==> src/rtl/pts_frame_tx.sv <==
// Parallel-to-serial framed transmitter: start bit, NUM_BITS data bits, optional parity, stop bit.
// Optional even-parity bit enabled by defining PTS_FRAME_TX_PARITY_EN.
module pts_frame_tx #(
  parameter int unsigned NUM_BITS     = 16,
  parameter int unsigned SHIFT_MSB    = 1,
  parameter int unsigned CLKS_PER_BIT = 4
) (
  input  logic                clk,
  input  logic                n_rst,
  input  logic [NUM_BITS-1:0] tx_data,
  input  logic                tx_valid,
  output logic                tx_ready,
  output logic                serial_out,
  output logic                tx_active,
  output logic                tx_done
);

  localparam int unsigned CntW = (CLKS_PER_BIT > 1) ? $clog2(CLKS_PER_BIT) : 1;
  localparam int unsigned BitW = $clog2(NUM_BITS);

  if (NUM_BITS < 2) begin : g_bad_num_bits
    $error("pts_frame_tx: NUM_BITS must be >= 2");
  end
  if (CLKS_PER_BIT < 1) begin : g_bad_clks_per_bit
    $error("pts_frame_tx: CLKS_PER_BIT must be >= 1");
  end

`ifdef PTS_FRAME_TX_PARITY_EN
  typedef enum logic [2:0] {StIdle, StStart, StData, StParity, StStop} state_e;
`else
  typedef enum logic [1:0] {StIdle, StStart, StData, StStop} state_e;
`endif

  state_e              state_q;
  logic [CntW-1:0]     clk_cnt_q;
  logic [BitW-1:0]     bit_cnt_q;
  logic [NUM_BITS-1:0] shreg_q;
`ifdef PTS_FRAME_TX_PARITY_EN
  logic                parity_q;
`endif

  logic                bit_end;
  logic                last_bit;
  logic                shreg_head;
  logic [NUM_BITS-1:0] shreg_shifted;

  assign bit_end  = (clk_cnt_q == CntW'(CLKS_PER_BIT - 1));
  assign last_bit = (bit_cnt_q == BitW'(NUM_BITS - 1));

  // Vacated positions fill with ones so the register drifts back to its idle value.
  always_comb begin
    shreg_head    = 1'b1;
    shreg_shifted = shreg_q;
    if (SHIFT_MSB != 0) begin
      shreg_head    = shreg_q[NUM_BITS-1];
      shreg_shifted = {shreg_q[NUM_BITS-2:0], 1'b1};
    end else begin
      shreg_head    = shreg_q[0];
      shreg_shifted = {1'b1, shreg_q[NUM_BITS-1:1]};
    end
  end

  always_ff @(posedge clk or negedge n_rst) begin
    if (!n_rst) begin
      state_q    <= StIdle;
      clk_cnt_q  <= '0;
      bit_cnt_q  <= '0;
      shreg_q    <= '1;
`ifdef PTS_FRAME_TX_PARITY_EN
      parity_q   <= 1'b0;
`endif
      serial_out <= 1'b1;
      tx_active  <= 1'b0;
      tx_done    <= 1'b0;
      tx_ready   <= 1'b1;
    end else begin
      tx_done <= 1'b0;
      if (state_q != StIdle) begin
        clk_cnt_q <= bit_end ? '0 : clk_cnt_q + CntW'(1);
      end

      unique case (state_q)
        StIdle: begin
          // Start bit is registered on the accepting edge: zero-latency frame start.
          if (tx_valid && tx_ready) begin
            state_q    <= StStart;
            shreg_q    <= tx_data;
`ifdef PTS_FRAME_TX_PARITY_EN
            parity_q   <= ^tx_data;
`endif
            clk_cnt_q  <= '0;
            bit_cnt_q  <= '0;
            serial_out <= 1'b0;
            tx_active  <= 1'b1;
            tx_ready   <= 1'b0;
          end
        end

        StStart: begin
          if (bit_end) begin
            state_q    <= StData;
            serial_out <= shreg_head;
            shreg_q    <= shreg_shifted;
          end
        end

        StData: begin
          if (bit_end) begin
            if (last_bit) begin
              bit_cnt_q  <= '0;
`ifdef PTS_FRAME_TX_PARITY_EN
              state_q    <= StParity;
              serial_out <= parity_q;
`else
              state_q    <= StStop;
              serial_out <= 1'b1;
`endif
            end else begin
              bit_cnt_q  <= bit_cnt_q + BitW'(1);
              serial_out <= shreg_head;
              shreg_q    <= shreg_shifted;
            end
          end
        end

`ifdef PTS_FRAME_TX_PARITY_EN
        StParity: begin
          if (bit_end) begin
            state_q    <= StStop;
            serial_out <= 1'b1;
          end
        end
`endif

        StStop: begin
          if (bit_end) begin
            state_q    <= StIdle;
            serial_out <= 1'b1;
            tx_active  <= 1'b0;
            tx_ready   <= 1'b1;
            tx_done    <= 1'b1;
          end
        end

        default: begin
          state_q    <= StIdle;
          serial_out <= 1'b1;
          tx_active  <= 1'b0;
          tx_ready   <= 1'b1;
        end
      endcase
    end
  end

endmodule

==> config.mk <==
export PLATFORM = sky130hd
export DESIGN_NAME = pts_frame_tx
export DESIGN_NICKNAME = d
export VERILOG_FILES = /design/src/rtl/pts_frame_tx.sv
export SDC_FILE = /design/constraint.sdc
export NUM_CORES = 1
export LEC_CHECK = 0
export ABC_AREA = 1
export BUFFER_PORTS_ARGS = -buffer_cell sky130_fd_sc_hd__buf_2
export CAP_MARGIN = 10
export CORE_MARGIN = 1
export CORE_UTILIZATION = 30
export CTS_BUF_LIST = sky130_fd_sc_hd__clkbuf_4 sky130_fd_sc_hd__clkbuf_8
export DETAILED_ROUTE_END_ITERATION = 12
export PLACE_DENSITY = 0.56
export REMOVE_ABC_BUFFERS = 1
export SLEW_MARGIN = 5
export SYNTH_ARGS = -nofsm -noshare
export SYNTH_HDL_FRONTEND = slang
export SYNTH_SLANG_ARGS = --single-unit
export TNS_END_PERCENT = 100
==> constraint.sdc <==
create_clock -name clk -period 1.6 [get_ports clk]
set_input_delay 0.16 -clock clk [delete_from_list [all_inputs] [get_ports clk]]
set_output_delay 0.16 -clock clk [all_outputs]
set_load 0.02 [all_outputs]
== Word-level counts from Yosys, hierarchy flattened ==
Cells that the tools add are included.

* $add $sub $neg: 2
* Multipliers: 0
* Div/mod/pow operators: 0
* Magnitude comparators: 0
* Eq/ne operators: 11
* Shift operators: 0
* Multiplexer cells: 31
* Bitwise logic cells: 0
* Reductions and logical operators: 11

{| class="wikitable"
|+ Operators with widths
! cell !! count
|-
| $mux 16 || 4
|-
| $pmux 16 s3 || 1
|-
| $mux 2 || 9
|-
| $mux 4 || 3
|-
| $ne 2x2->1 const B || 6
|-
| $reduce_and 5->1 || 2
|-
| $mux 1 || 9
|-
| $pmux 2 s4 || 1
|-
| $pmux 4 s2 || 1
|-
| $eq 2x2->1 const B || 3
|-
| $reduce_and 3->1 || 2
|-
| $reduce_bool 2->1 || 3
|-
| $add 4x1->4 const B || 1
|-
| $eq 4x4->1 const B || 1
|-
| $pmux 1 s2 || 2
|-
| $pmux 1 s4 || 1
|-
| $reduce_and 4->1 || 1
|-
| $reduce_bool 3->1 || 1
|-
| $add 2x1->2 const B || 1
|-
| $eq 2x1->1 const B || 1
|-
| $logic_not 2->1 || 1
|-
| $logic_and 1x1->1 || 1
|}

* Bits in registers: 28
* Latch bits: 0
* Bits in writable memories: 0
* ROM bits: 0
* Output and inout port bits: 4
* Logic and storage cells: 63
* Memories kept: 0

== Longest topological paths before layout ==
* Word-level depth: 5
* Mapped depth: 9
* Depth with buffers taken out: 8

== Worst setup path after synthesis ==
Ideal clock, no wire load.

* Path type: flip-flop to flip-flop
* Start: register state_q[0]
* End: register shreg_q[0]
* Library setup time: 79 ps
* Arrival time: 1,320 ps
* Slack: 200 ps
* Stages on the path, launching flop included: 9
* Path buffers: 2
* Clock period less this slack: 1,400 ps
* Path through: dfrtp_1 -> inv_1 -> ha_1 -> buf_6 -> o21ai_4 -> nand2_4 -> buf_6 -> o21bai_1 -> nand2_1

* Cells in the longest elaborated chain, start to end: 3
* Elaborated cells between the ends (all ways): 10
* Classes of those cells: eq/ne (6); mux (1); reduce/logical (3)

{| class="wikitable"
|+ Ends and longest elaborated chain
! element !! line !! text
|-
| start, declared || 34 || <nowiki>state_e state_q;</nowiki>
|-
| start signal, assigned || 65 || <nowiki>state_q <= StIdle;</nowiki>
|-
| start signal, assigned || 86 || <nowiki>state_q <= StStart;</nowiki>
|-
| start signal, assigned || 101 || <nowiki>state_q <= StData;</nowiki>
|-
| $eq 2x2->1, or another cell as far along || 82 || <nowiki>unique case (state_q)</nowiki>
|-
| $ne 2x2->1 (no line) / $reduce_bool 3->1 (equally long branches) || n/a ||
|-
| $reduce_and 5->1 (no line) || n/a ||
|-
| end signal, assigned || 87 || <nowiki>shreg_q <= tx_data;</nowiki>
|-
| end signal, assigned || 103 || <nowiki>shreg_q <= shreg_shifted;</nowiki>
|-
| end signal, assigned || 121 || <nowiki>shreg_q <= shreg_shifted;</nowiki>
|-
| end, declared || 37 || <nowiki>logic [NUM_BITS-1:0] shreg_q;</nowiki>
|}

Several ways; a longest one is shown, not always the timed one.
A chain may end at the register's enable or synchronous reset.

== Worst setup path after layout ==
Same ends and word-level chain as after synthesis.

==> reports/qor.yml <==
clocking:
  cts_setup_buffers: 0
  cts_tree: "built"
  clk_latency_ns: 0.28
  cts-buffers-inserted: 3
  cts-htree-levels: 1
  clk_pin_slew_worst_paths_ns: 0.10
  cts_buffer_depth: 2
  clock-sinks: 28
  root_buffer: "clkbuf_8"
route:
  wl_per_cell_um: 11.6
  drtIter0Drc: 78
  firstDrtPassIters: 4
  via_count: 1327
  totalWireLength_um: 3400
  via_per_inst: 4.51
  drc: 0
  ant_nets: 0
timing:
  fin_skew_ns: 0.00469
  rsz0062_at_grt: "no"
  post-route-period-util_pct: 93.4
  max_freq_ghz: 0.669
  max_slew_margin_pct: 56.7
  fin_crit_ns: 1.49
  setup_tns_ns: 0
  finalHoldViolCount: 0
  worstMarginPinSlew_ns: 0.650
  finalSetupViolations: 0
  maxSlewViolCount: 0
power_and_ir_drop:
  swShare_pct: 20.1
  p_per_area_nw_per_um2: 693
  finalPower_mw: 1.34
  sequentialPowerShare_pct: 52.9
  vdd_drop_max_mv: 0.412
  p_comb_share_pct: 4.2
  p_int_mw: 1.07
  p_leak_nw: 0.975
  switching_power_uw: 270
  p_clk_share_pct: 42.9
floorplan:
  initial_utilization_pct: 31.7
  core_um2: 5240
  fp.dieArea_um2: 5840
  die_y_um: 76.5
  top_level_ports: 23
  die_w_um: 76.5
  num_rows: 26
min_path:
  holdPathStages: 4
  worstHoldPathType: "in -> reg"
critical_path:
  crit_fanout: 32
  max_stage_delay_ns: 0.41
  cpMaxStageDelayCell: "dfrtp_1"
  r2r_cells: 6
  cp_top_family: "simple AND/OR/NAND/NOR gates"
  critPathCaptureType: "flip-flop"
  cp.required_ns: 1.82
  cp.arrival_ns: 1.71
  crit_buf_inv: 2
  crit_chain: "inv_1 > ha_1 > buf_12 > or2_2 > nand3_1 > nand2_1"
  path_depth: 6
  start_kind: "flip-flop"
  path_class: "reg -> reg"
grt:
  antenna_found_initial: 0
  grt_pass1_vias: 1271
  grt_max_degree: 33
  grt_pass1_wl_um: 5930
  gr-total-overflow: 0
  track_usage_pct: 12.5
status:
  status: "complete, no violations"
logic_synthesis:
  ys_types: 29
  syn-cell-area_um2: 1660
  yosys_warnings: 0
  synth_edf_count: 0
  avgSynthCellArea_um2: 8.23
  ys_seq_area_share_pct: 43.5
  synth_ff_type: "dfstp_2"
  synth_seq_cells: 28
  synth_cells: 202
  async_flop_share_pct: 100
place:
  io_buffers: 22
  finalWeightedCongestion: 0.728
  place_area_um2: 1840
  hpwl_um: 2240
finish:
  multi_input_area_um2: 786
  final_nets: 250
  final_common_cell: "nand2_1"
  fillers: 540
  regArea_um2: 723
  layout_common_cells: "41 x nand2_1, 23 x inv_1, 22 x nand3_1, 22 x buf_2, 18 x dfstp_2"
  syn2layout_area_growth_pct: 16.3
  final_area_um2: 1930
  drive_above_1_share_pct: 27.7
  num_antenna_cells: 0
run:
  maxCapViolCount: 0
==> power by group through the flow <==
stage	clock network, mW	registers, mW	logic [mW]
after CTS	0.595	0.710	0.0580
final	0.575	0.710	0.0559
after global routing	0.638	0.710	0.0661
after global placement	0	0.722	0.0555
after floorplan	0	0.722	0.0166
after detailed placement	0	0.722	0.0560
==> repair_timing <==
item                                   in CTS  in global routing
resized for setup                           1                  3
setup endpoints to repair                  16                 22
hold buffers                                1                  0
endpoints found under the hold margin      10                  0
cloned                                      0                  0
==> per-stage QoR <==
stage	hold slack, ns	util, %	cells	setup WS [ns]
4_1_cts	0.181	36.7	294	0.0225
6_report	0.189	36.9	294	0.105
5_1_grt	0.176	36.9	294	0.0165
3_3_place_gp	0.233	35.1	289	-0.0970
2_1_floorplan	-0.136	-	194	0.00902
3_5_place_dp	0.238	35.1	289	-0.120
==> cell families (layout without fill, tap and decap cells) <==
family | count (synthesis) | count (layout) | synth area share (%)
simple gates | 91 | 91 | 24.8
flops | 28 | 28 | 43.5
buf+inv | 33 | 55 | 10.2
compound gates | 43 | 43 | 16.6
fa+ha+maj | 6 | 6 | 4.51
xor+xnor | 1 | 1 | 0.527
==> worst reg2reg max path, stage by stage, from the launching register on <==
cell,delay [ns]
dfrtp_1,0.41
inv_1,0.08
ha_1,0.33
buf_12,0.18
or2_2,0.30
nand3_1,0.08
nand2_1,0.05
==> final timing paths <==
kind	startpoint	endpoint	slack, ns
max reg2reg	state_q[0]	shreg_q[0]	0.11
min reg2reg	serial_out	serial_out	0.49
max in group asynchronous	n_rst	tx_done	0.75
max	state_q[0]	shreg_q[0]	0.11
min in group asynchronous	n_rst	bit_cnt_q[3]	0.43
min	tx_data[0]	shreg_q[0]	0.19
==> per-layer routing <==
metal  GRT usage (%)  wire length [um]
met1            16.9              1740
met5               0                 0
met2            19.9              1500
met3            2.28               106
met4            4.62                52
==> final cells by class <==
cell class	instances	share of cell area [%]
Clock buffer	3	2.13
Multi-Input combinational cell	141	40.6
Tap cell	70	4.53
Sequential cell	28	37.4
Clock inverter	1	1.55
Timing Repair Buffer	26	8.67
Inverter	25	5.11
==> state kept, by name, indices dropped and copies added (netlist names) <==
signal	flops
tx_ready	1
bit_cnt_q	4
serial_out	1
tx_done	1
clk_cnt_q	2
state_q	2
tx_active	1
shreg_q	16
==> synthesized netlist by cell type, drive strengths merged, types with 2 or more instances <==
master,instances,area (um2)
a21oi,15,75.1
buf,7,66.3
or2,2,12.5
inv,24,90.1
dfstp,18,473
ha,6,75.1
nand3,24,125
nor2,19,76.3
dfrtp,10,250
o21ai,9,56.3
nand2,44,178
o21bai,16,120
Power figures use the tool's default switching activity.
